`config.mk`:
```
export PLATFORM = sky130hd
export DESIGN_NAME = acc_carry_unit
export DESIGN_NICKNAME = d
export VERILOG_FILES = /design/src/rtl/acc_carry_unit.sv
export SDC_FILE = /design/constraint.sdc
export NUM_CORES = 1
export LEC_CHECK = 0
export CORE_AREA = 2 2 50 47
export DETAILED_ROUTE_END_ITERATION = 12
export DIE_AREA = 0 0 52 49
export PLACE_DENSITY = 0.71
export SLEW_MARGIN = 15
export SYNTH_ARGS = -nofsm -noshare
export SYNTH_HDL_FRONTEND = slang
export SYNTH_SLANG_ARGS = --single-unit
```
`constraint.sdc`:
```
create_clock -name i_clk -period 1.54 [get_ports i_clk]
set_input_delay 0.231 -clock i_clk [delete_from_list [all_inputs] [get_ports i_clk]]
set_output_delay 0.231 -clock i_clk [all_outputs]
set_load 0.02 [all_outputs]
```
`src/rtl/acc_carry_unit.sv`:
```
// Accumulator/carry writeback stage: latches ALU results into ACC/CY, sequences XCH and index-register writes.
// Latency: ACC/CY and register strobe update one cycle after accept; XCH delivers the new ACC two cycles after accept.
// Backpressure: o_wb_ready drops for the single SWAP cycle of an exchange; the producer holds its command meanwhile.
module acc_carry_unit #(
  parameter int WIDTH = 4
) (
  input  logic             i_clk,
  input  logic             i_rst_n,
  input  logic [WIDTH:0]   i_alu_result,
  input  logic [2:0]       i_wb_op,
  input  logic             i_wb_valid,
  output logic             o_wb_ready,
  input  logic [WIDTH-1:0] i_regval,
  output logic             o_reg_wr_en,
  output logic [WIDTH-1:0] o_reg_wr_data,
  output logic [WIDTH-1:0] o_acc,
  output logic             o_carry,
  output logic             o_acc_zero
);

  localparam logic [2:0] OP_NOP   = 3'd0;
  localparam logic [2:0] OP_WR_AC = 3'd1;
  localparam logic [2:0] OP_WR_A  = 3'd2;
  localparam logic [2:0] OP_WR_C  = 3'd3;
  localparam logic [2:0] OP_XCH   = 3'd4;
  localparam logic [2:0] OP_WR_R  = 3'd5;
  localparam logic [2:0] OP_CLR   = 3'd6;

  typedef enum logic {ST_IDLE, ST_SWAP} state_t;

  state_t           r_state, w_state_nxt;
  logic [WIDTH-1:0] r_acc, w_acc_nxt;
  logic             r_carry, w_carry_nxt;
  logic [WIDTH-1:0] r_temp, w_temp_nxt;
  logic             r_wr_en, w_wr_en_nxt;
  logic [WIDTH-1:0] r_wr_data, w_wr_data_nxt;
  logic             w_accept;
  logic [WIDTH-1:0] w_sum;
  logic             w_cout;

  assign w_sum    = i_alu_result[WIDTH-1:0];
  assign w_cout   = i_alu_result[WIDTH];
  assign w_accept = i_wb_valid && (r_state == ST_IDLE);

  // Next-state and next-register values; everything holds unless a command or the SWAP phase says otherwise.
  always_comb begin
    w_state_nxt   = r_state;
    w_acc_nxt     = r_acc;
    w_carry_nxt   = r_carry;
    w_temp_nxt    = r_temp;
    w_wr_en_nxt   = 1'b0;
    w_wr_data_nxt = r_wr_data;
    case (r_state)
      ST_SWAP: begin
        // Second half of the exchange: the captured register value lands in ACC.
        w_acc_nxt   = r_temp;
        w_state_nxt = ST_IDLE;
      end
      default: begin
        if (w_accept) begin
          case (i_wb_op)
            OP_WR_AC: begin
              w_acc_nxt   = w_sum;
              w_carry_nxt = w_cout;
            end
            OP_WR_A:  w_acc_nxt   = w_sum;
            OP_WR_C:  w_carry_nxt = w_cout;
            OP_XCH: begin
              w_temp_nxt    = i_regval;
              w_wr_data_nxt = r_acc;
              w_wr_en_nxt   = 1'b1;
              w_state_nxt   = ST_SWAP;
            end
            OP_WR_R: begin
              w_wr_data_nxt = w_sum;
              w_wr_en_nxt   = 1'b1;
            end
            OP_CLR: begin
              w_acc_nxt   = '0;
              w_carry_nxt = 1'b0;
            end
            default: ;  // NOP and reserved opcode 7
          endcase
        end
      end
    endcase
  end

  // State and datapath registers; reset abandons any in-flight exchange without a register write.
  always_ff @(posedge i_clk or negedge i_rst_n) begin
    if (!i_rst_n) begin
      r_state   <= ST_IDLE;
      r_acc     <= '0;
      r_carry   <= 1'b0;
      r_temp    <= '0;
      r_wr_en   <= 1'b0;
      r_wr_data <= '0;
    end else begin
      r_state   <= w_state_nxt;
      r_acc     <= w_acc_nxt;
      r_carry   <= w_carry_nxt;
      r_temp    <= w_temp_nxt;
      r_wr_en   <= w_wr_en_nxt;
      r_wr_data <= w_wr_data_nxt;
    end
  end

  assign o_wb_ready    = (r_state == ST_IDLE);
  assign o_reg_wr_en   = r_wr_en;
  assign o_reg_wr_data = r_wr_data;
  assign o_acc         = r_acc;
  assign o_carry       = r_carry;
  assign o_acc_zero    = (r_acc == '0);

endmodule
```
==> results by group, run 1 <==
Floorplan
  – Die ar.: about 0.0025 mm^2
  – Row cnt: 16
  – Die H: a little under 50 um
  – Die width: roughly 52 um
  – Core box area: about 0.0021 mm^2
  – # IOs: 27
  – Initial cell density of the core: a little over a third

Route
  – DR DRC count: 0
  – Total routed wirelength: 1.47 mm
  – Post-DR vias/cell: 4.61
  – Via Count: around 610
  – Post-DR wirelength/cell: between 10 and 15 um
  – ANT nets after route: 0
  – 1st-pass router iterations: 6
  – Initial DRC Count: 7

Worst setup path
  – CP arrival: approximately 1200 ps
  – CP max stage delay: slightly above 600 ps
  – Critical setup path kind: reg2out
  – Top delay family on crit path: buffers and inverters
  – Worst-path maximum fanout: 2
  – CP endpoint kind: output pin
  – Critical path cell sequence: clkdlybuf4s50_1
  – Worst Setup SP: o_reg_wr_data[0]
  – Bufs and invs on worst path: 1
  – Worst path slowest cell: clkdlybuf4s50_1
  – Reg-to-reg startpoint: r_state
  – CP required: between 1000 and 1500 ps
  – Worst Setup Start Kind: flop

Run
  – Max cap viols: 0

Logic synthesis
  – Yosys cell types: 22
  – Sequential share of the synthesized area: between 40 and 50%
  – Synth Area per Inst: approximately 12 um^2
  – Register bit total from synthesis: 15
  – Number of synthesized flops with an enable pin: 0
  – Ys flop type: dfrtp_1
  – Post-synthesis cell count: 65
  – Most common library cells after synthesis: dfrtp_1 (15), a21oi_1 (5), nor2_1 (5)
  – Async SR Flop Fraction: 100%
  – Mapped Nets: 80
  – Cell with the most instances after synthesis: dfrtp_1
  – Cell area after synthesis: ~760 um^2
  – Post-synth top area share: 49.7%
  – Ys Warns: 0
  – Post-synth top area cell: dfrtp_1
  – Area contributors post-synth: dfrtp_1 (50%), mux2_4 (7.9%), mux2_2 (6.0%)

Clock tree
  – CTS Hold Bufs: 0
  – Max Root-Sink Buffers: 2
  – Clock Sinks: 15
  – CTS tree: yes
  – Root Buffer: clkbuf_4
  – Clock-pin slew on the worst setup and hold paths: approximately 90 ps
  – H-tree lvl count: 1
  – Num CTS Buffers: 3
  – Worst-Skew Late Latency: between 200 and 300 ps

Timing
  – TNS Setup: 0 ps
  – Tightest Pin Transition: 382 ps
  – Slew Limit Fails: 0
  – Worst Skew: around 2.3 ps
  – Slew margin rel.: 74.5%
  – Final setup fails: 0
  – Final setup margin: 74.6 ps
  – RSZ-0062 raised after global routing: false
  – Final hold vios: 0
  – Final min period: between 1000 and 1500 ps
  – Fmax: approximately 0.68 GHz
  – Final worst path period share: between 90 and 100%

Status
  – Status: complete, no violations

Layout
  – # diodes: 0
  – Area grow syn2layout: 50.7%
  – Filler cells: 206
  – Final net count: roughly 120
  – Area of the multi-input gates: 343 um^2
  – Final Core Density: between 50% and 60%
  – Share of cells above drive strength 1: roughly 26%
  – Register area: between 300 and 400 um^2
  – Cell area after layout: about 0.0011 mm^2

Power
  – Static Leak: ~0.00054 uW
  – VDD IR max: between 0.5 and 0.6 mV
  – Power, Total: 1150 uW
  – Power density cells: approximately 1000 mW/mm^2

Place
  – Worst slack, placed: -255 ps
  – Port Buffers: 26
  – Hpwl dp: between 1 and 1.5 mm
  – Placer Congestion: 0.725
  – Post-DP Area: roughly 0.0011 mm^2

Global routing
  – First-pass GRT wire length: 2.65 mm
  – Vias in the first global route: 620
  – GRT Util Overall: 14.0%
  – Largest net degree at the start of global routing: 16
  – Gr ovfl total: 0
  – Met3 Resource Use GR: slightly above 3%
  – Met2 Usage GRT: a little over a fifth
  – Gr busiest metal: met2
  – Met1 Track Usage GR: 17.9%
  – Initial antenna violation count: 0

Hold path
  – Class of the worst hold path: in2async
==> logic make-up after synthesis <==
group	share of synthesized area [%]
AOI/OAI and AO/OA	9.11
and+or+nand+nor	17.1
DFF	49.7
muxes	19.2
buffers and inverters	4.97
==> placed cells by master (no fill, tap or decap), drive strengths merged <==
master	n
clkdlybuf4s50	19
dfrtp	15
buf	13
mux2	8
nor2	5
a21oi	5
dlygate4sd2	5
clkbuf	5
nand2b	4
nand2	4
o21ai	4
mux2i	4
inv	3
a311oi	2
nor4	1
and4bb	1
and2	1
and3b	1
nor4bb	1
nand3b	1
nor3b	1
nand4b	1
dlymetal6s2s	1
==> power by group <==
| group | total [uW] | internal, uW | leakage (uW) | switching [uW] |
|---|---|---|---|---|
| registers | 512 | 471 | 0.000181 | 40.6 |
| logic | 421 | 236 | 0.000346 | 184 |
| clock network | 221 | 100 | 0.0000150 | 121 |
| total | 1150 | 808 | 0.000543 | 346 |
==> layout make-up <==
cell class	count	area share (%)
clock buffer	4	2.31
inverter	3	0.989
multi-input combinational	44	30.1
sequential	15	33.0
tap	27	2.97
timing repair buffer	39	30.7
==> worst reg2reg max path: cells and delay by family, from the launching register on <==
kind | cells | cell delay (ps)
and+or+nand+nor | 2 | 540
DFF | 1 | 460
muxes | 1 | 300
==> per-stage QoR <==
stage / cells / hold slack [ps]
floorplan: 65 / -64.6
global placement: 128 / 502
detailed placement: 128 / 505
CTS: 132 / 261
global route: 132 / 278
finish: 132 / 254
==> final timing paths <==
path | endpoint | cells past startpoint | slack, ps
max | o_reg_wr_data[0] | 1 | 70
min | o_reg_wr_en | 2 | 250
max reg2reg | r_temp[3] | 3 | 140
min reg2reg | r_temp[3] | 1 | 520
max in group asynchronous | o_reg_wr_data[2] | 2 | 1110
min in group i_clk | o_carry | 3 | 520
==> registers in the layout, summed over array words and instances (netlist names) <==
signal	flops
o_acc	4
o_reg_wr_data	4
r_temp	4
o_carry	1
o_reg_wr_en	1
r_state	1
==> metal layers <==
metal  up-vias  share of wire (%)
li1        312                  -
met1       273                 45
met2        21                 47
met3         2                6.4
met4         0                1.4
met5         -                  0
==> repair_timing <==
item                       CTS  global route
setup endpoints to repair    6             6
resized for setup            6             4
buffers inserted             0             0
gates cloned                 0             0
pin swaps                    0             1
Note: power is estimated with default switching activity, not from simulation.
==> run 2: changes to the inputs <==
CORE_AREA = 4 4 51 49   (was 2 2 50 47)
CTS_BUF_LIST = sky130_fd_sc_hd__clkbuf_4   (was default)
DIE_AREA = 0 0 55 53   (was 0 0 52 49)
PLACE_DENSITY = 0.73   (was 0.71)
==> run 2 against run 1 <==
Net effect: worst hold slack worse by 6.1 ps; total power grew 2.0%; count of clock-buffer cells in the layout shrank 1; maximum frequency decreased by 1.8%; critical path depth unchanged; highest routed layer unchanged.
==> results by group, run 2 (synthesized netlist as in run 1, its figures left out) <==
Place
  – Worst slack, placed: -280 ps (-24.4 ps)
  – Hpwl dp: 1.30 mm (+3.3%)
  – Port Buffers: 26 (unchanged)
  – Placer Congestion: 0.702 (-3.3%)

Power
  – Static Leak: 0.000537 uW (-1.0%)
  – Power density cells: 1020 mW/mm^2 (+0.87%)
  – Power, Total: 1180 uW (+2.0%)
  – VDD IR max: 0.485 mV (-6.7%)

Floorplan
  – Die H: 53 um (+8.2%)
  – # IOs: 27 (unchanged)
  – Initial cell density of the core: 37.4% (+0.73 points)
  – Die width: 55 um (+5.8%)
  – Row cnt: 16 (unchanged)
  – Core box area: 0.00202 mm^2 (-1.9%)
  – Die ar.: 0.00292 mm^2 (+14%)

Worst setup path
  – Critical setup path kind: reg2out
  – Register-to-Register Path Depth: 3 (unchanged)
  – Critical path cell sequence: clkdlybuf4s50_1
  – CP arrival: 1260 ps (+30 ps)
  – CP endpoint kind: output pin
  – Worst-path maximum fanout: 3 (+1)
  – Worst Setup Start Kind: flop
  – RR Endpoint: r_temp[3]
  – Top delay family on crit path: buffers and inverters
  – Bufs and invs on worst path: 1 (unchanged)
  – Reg-to-reg startpoint: r_state
  – Worst path slowest cell: clkdlybuf4s50_1
  – Worst R2R Setup Slack: 160 ps (+20 ps)
  – CP required: 1310 ps (about the same)
  – CP max stage delay: 610 ps (about the same)

Route
  – DR DRC count: 0 (unchanged)
  – Initial DRC Count: 4 (-3)
  – ANT nets after route: 0 (unchanged)
  – 1st-pass router iterations: 2 (-4)
  – Post-DR wirelength/cell: 12.0 um (+7.9%)
  – Total routed wirelength: 1.60 mm (+8.8%)
  – Post-DR vias/cell: 4.65 (+1.0%)
  – Via Count: 619 (+1.8%)

Global routing
  – First-pass GRT wire length: 2.48 mm (-6.5%)
  – Largest net degree at the start of global routing: 16 (unchanged)
  – Gr ovfl total: 0 (unchanged)
  – GRT Util Overall: 12.0% (-2.0 points)
  – Vias in the first global route: 583 (-6.0%)
  – Initial antenna violation count: 0 (unchanged)

Layout
  – Share of cells above drive strength 1: 28.3% (+2.6 points)
  – # diodes: 0 (unchanged)
  – Most common cell after layout, fill and taps aside: clkdlybuf4s50_1
  – Area grow syn2layout: 52.3%
  – Final net count: 122 (+0.83%)
  – Most frequent cells in the layout: clkdlybuf4s50_1 (20), dfrtp_1 (15), buf_4 (14)

Run
  – Max cap viols: 0 (unchanged)

Clock tree
  – Clock Sinks: 15 (unchanged)
  – Worst-Skew Late Latency: 280 ps (about the same)
  – Max Root-Sink Buffers: 2 (unchanged)
  – Num CTS Buffers: 3 (unchanged)
  – H-tree lvl count: 1 (unchanged)
  – CTS tree: yes
  – CTS Hold Bufs: 0 (unchanged)
  – Clock-pin slew on the worst setup and hold paths: 100 ps (about the same)
  – Root Buffer: clkbuf_4

Timing
  – Final setup margin: 47.5 ps (-27.1 ps)
  – Slew Limit Fails: 0 (unchanged)
  – RSZ-0062 raised after global routing: false
  – Worst Skew: 2.62 ps (+0.277 ps)
  – Final setup fails: 0 (unchanged)
  – Tightest Pin Transition: 406 ps (+23.6 ps)
  – Final min period: 1490 ps (+27.1 ps)
  – Final worst path period share: 96.9% (+1.8 points)
  – Slew margin rel.: 72.9% (-1.6 points)
  – Final hold vios: 0 (unchanged)
  – Fmax: 0.670 GHz (-1.8%)
  – TNS Setup: 0 ps (unchanged)

Status
  – Status: complete, no violations

Hold path
  – Class of the worst hold path: in2async
-- run 2: cell types whose count changed in the layout (fill, tap and decap cells not counted), sizes merged --
cell / before / now
dlymetal6s2s: 1 / 0
clkdlybuf4s50: 19 / 20
buf: 13 / 15
clkbuf: 5 / 3
clkinv: 0 / 1
-- run 2: worst max-delay path by stage --
stage	startpoint	to	slack (ps)	depth (start not counted)
after global placement	i_wb_valid	o_acc[1]	-230	4
after CTS	o_acc[2]	o_acc_zero	20	2
after global routing	o_carry	o_carry	2	1
after detailed placement	i_wb_valid	o_acc[3]	-280	4
final	o_carry	o_carry	50	1
after floorplan	o_acc[2]	o_acc_zero	100	1
-- run 2: metrics by stage --
stage	area, um^2	utilization [%]	instances	hold WS, ps
floorplan	756	-	65	-64.6
global placement	1130	55.8	129	501
detailed placement	1130	55.8	129	505
CTS	1150	56.9	133	248
global route	1150	56.9	133	259
finish	1150	56.9	133	248
-- run 2: routing by layer --
layer | routed length [um] | track usage, % | vias up
li1 | - | - | 313
met1 | 698 | 14.7 | 287
met2 | 806 | 20.1 | 17
met3 | 83 | 0.845 | 2
met4 | 12 | 7.29 | 0
met5 | 0 | 0 | -
-- run 2: report_power, final --
| group | total (uW) | leakage (uW) | switching (uW) | internal, uW |
|---|---|---|---|---|
| Clock | 230 | 0.0000177 | 134 | 96.4 |
| Sequential | 517 | 0.000181 | 45.9 | 472 |
| Combinational | 430 | 0.000338 | 189 | 241 |
| Total | 1180 | 0.000537 | 368 | 809 |
-- run 2: timing repair --
action	4_1_cts	5_1_grt
endpoints found under the setup margin	6	5
pin swaps	0	1
setup buffers	0	0
gates resized for setup	9	2
-- run 2: final cells by class --
type | count | area [um^2]
clock buffer | 3 | 22.5
clock inverter | 1 | 5.00
fill | 195 | 871
inverter | 3 | 11.3
multi-input combinational | 44 | 349
sequential | 15 | 375
tap | 27 | 33.8
timing repair buffer | 40 | 354
==> run 3: changes to the inputs <==
MAX_ROUTING_LAYER = met4   (was default)
==> run 3 against run 2 <==
Net effect: via count stayed put; worst hold slack unchanged; largest power group unchanged; count of clock-buffer cells in the layout unchanged; clock power about the same; non-clock buffer count is the same.
==> results by group, run 3 (synthesized netlist as in run 1, its figures left out) <==
Power
  – Static Leak: 0.000537 uW (unchanged)
  – Logic pwr share: 36.5% (about the same)
  – Power density cells: 1020 mW/mm^2 (unchanged)
  – VDD IR max: 0.485 mV (unchanged)
  – Clock power share: 19.5% (about the same)
  – Reg power frac: 44.0% (about the same)
  – P_sw: 368 uW (about the same)
  – Sw Share: 31.3% (about the same)
  – Pint: 809 uW (unchanged)

Timing
  – Worst Skew: 2.62 ps (-0.0000300 ps)
  – Tightest Pin Transition: 406 ps (unchanged)
  – Slew margin rel.: 72.9% (unchanged)
  – Final setup fails: 0 (unchanged)
  – Final worst path period share: 96.9% (about the same)
  – Slew Limit Fails: 0 (unchanged)
  – Final hold vios: 0 (unchanged)
  – Fmax: 0.670 GHz (unchanged)
  – TNS Setup: 0 ps (unchanged)
  – RSZ-0062 raised after global routing: false
  – Final min period: 1490 ps (+0.000600 ps)

Floorplan
  – Initial cell density of the core: 37.4% (unchanged)
  – Die H: 53 um (unchanged)
  – Die width: 55 um (unchanged)
  – Die ar.: 0.00292 mm^2 (unchanged)
  – Row cnt: 16 (unchanged)
  – Core box area: 0.00202 mm^2 (unchanged)
  – # IOs: 27 (unchanged)

Worst setup path
  – Register-to-Register Path Depth: 3 (unchanged)
  – Worst path slowest cell: clkdlybuf4s50_1
  – CP max stage delay: 610 ps (about the same)
  – CP endpoint kind: output pin
  – Worst R2R Setup Slack: 160 ps (about the same)
  – Reg-to-reg startpoint: r_state
  – Worst Setup Start Kind: flop
  – CP required: 1310 ps (about the same)
  – RR Endpoint: r_temp[3]
  – Top delay family on crit path: buffers and inverters
  – Bufs and invs on worst path: 1 (unchanged)
  – Critical setup path kind: reg2out
  – Critical path cell sequence: clkdlybuf4s50_1
  – CP arrival: 1260 ps (about the same)
  – Worst-path maximum fanout: 3 (unchanged)

Place
  – Post-DP Area: 0.00113 mm^2 (unchanged)
  – Placer Congestion: 0.709 (+1.1%)
  – Hpwl dp: 1.30 mm (unchanged)
  – Port Buffers: 26 (unchanged)

Route
  – Via Count: 619 (unchanged)
  – Post-DR wirelength/cell: 12.0 um (unchanged)
  – Total routed wirelength: 1.60 mm (unchanged)
  – 1st-pass router iterations: 2 (unchanged)
  – Initial DRC Count: 4 (unchanged)
  – DR DRC count: 0 (unchanged)
  – Post-DR vias/cell: 4.65 (unchanged)
  – ANT nets after route: 0 (unchanged)

Clock tree
  – H-tree lvl count: 1 (unchanged)
  – Worst-Skew Late Latency: 280 ps (about the same)
  – Max Root-Sink Buffers: 2 (unchanged)
  – Post-CTS Setup Bufs: 0 (unchanged)
  – Clock-pin slew on the worst setup and hold paths: 100 ps (about the same)
  – Num CTS Buffers: 3 (unchanged)
  – CTS tree: yes
  – Root Buffer: clkbuf_4
  – Clock Sinks: 15 (unchanged)
  – CTS Hold Bufs: 0 (unchanged)

Global routing
  – Initial antenna violation count: 0 (unchanged)
  – First-pass GRT wire length: 2.48 mm (unchanged)
  – Vias in the first global route: 582 (-0.17%)
  – Largest net degree at the start of global routing: 16 (unchanged)
  – Gr ovfl total: 0 (unchanged)
  – GRT Util Overall: 12.3% (+0.30 points)

Status
  – Status: complete, no violations

Layout
  – # diodes: 0 (unchanged)
  – Share of cells above drive strength 1: 28.3% (unchanged)
  – Most common cell after layout, fill and taps aside: clkdlybuf4s50_1
  – Area grow syn2layout: 52.3% (unchanged)
  – Final Core Density: 56.9% (unchanged)
  – Cell area after layout: 0.00115 mm^2 (unchanged)
  – Most frequent cells in the layout: clkdlybuf4s50_1 (20), dfrtp_1 (15), buf_4 (14)
  – Filler cells: 195 (unchanged)
  – Final net count: 122 (unchanged)

Hold path
  – Class of the worst hold path: in2async

Run
  – Max cap viols: 0 (unchanged)
==> run 3: cell counts in the layout (fill, tap and decap cells not counted) <==
Identical to the previous run, type by type.
==> run 3: final cells by class <==
type / instances / area, um^2 / area share [%]
well taps: 27 / 33.8 / 2.93
multi-input cells: 44 / 349 / 30.3
clock buffers: 3 / 22.5 / 1.96
inverters: 3 / 11.3 / 0.978
flip-flops and latches: 15 / 375 / 32.6
clock inverters: 1 / 5.00 / 0.435
repair buffers: 40 / 354 / 30.8
==> run 3: worst max path at each step <==
stage / startpoint / depth (start not counted) / slack (ps) / to
floorplan: o_acc[2] / 1 / 100 / o_acc_zero
global placement: i_wb_valid / 4 / -230 / o_acc[1]
detailed placement: i_wb_valid / 4 / -280 / o_acc[3]
CTS: o_acc[2] / 2 / 20 / o_acc_zero
global route: o_carry / 1 / 2 / o_carry
finish: o_carry / 1 / 50 / o_carry
==> run 3: timing repair <==
item	CTS	global route
pin swaps	0	1
cloned	0	0
setup endpoints to repair	6	5
resized for setup	9	2
==> run 3: metrics by stage <==
step	hold WS [ps]	cells	setup slack, ps	power (uW)
after floorplan	-64.6	65	103	729
after global placement	501	129	-231	964
after detailed placement	505	129	-280	978
after CTS	248	133	21.0	1190
after global routing	259	133	2.34	1250
final	248	133	47.5	1180
==> run 3: power by group through the flow <==
stage	clock network (uW)	logic [uW]	registers, uW
after global routing	250	467	530
after detailed placement	0	454	523
after global placement	0	445	519
after CTS	239	436	515
final	230	430	517
after floorplan	0	138	592
==> run 3: per-layer routing <==
layer / vias up / GRT usage [%] / part of all wire (%)
met3: 2 / 0.845 / 5.2
li1: 313 / - / -
met1: 287 / 14.7 / 44
met5: - / - / 0
met2: 17 / 20.1 / 50
met4: 0 / 7.29 / 0.75
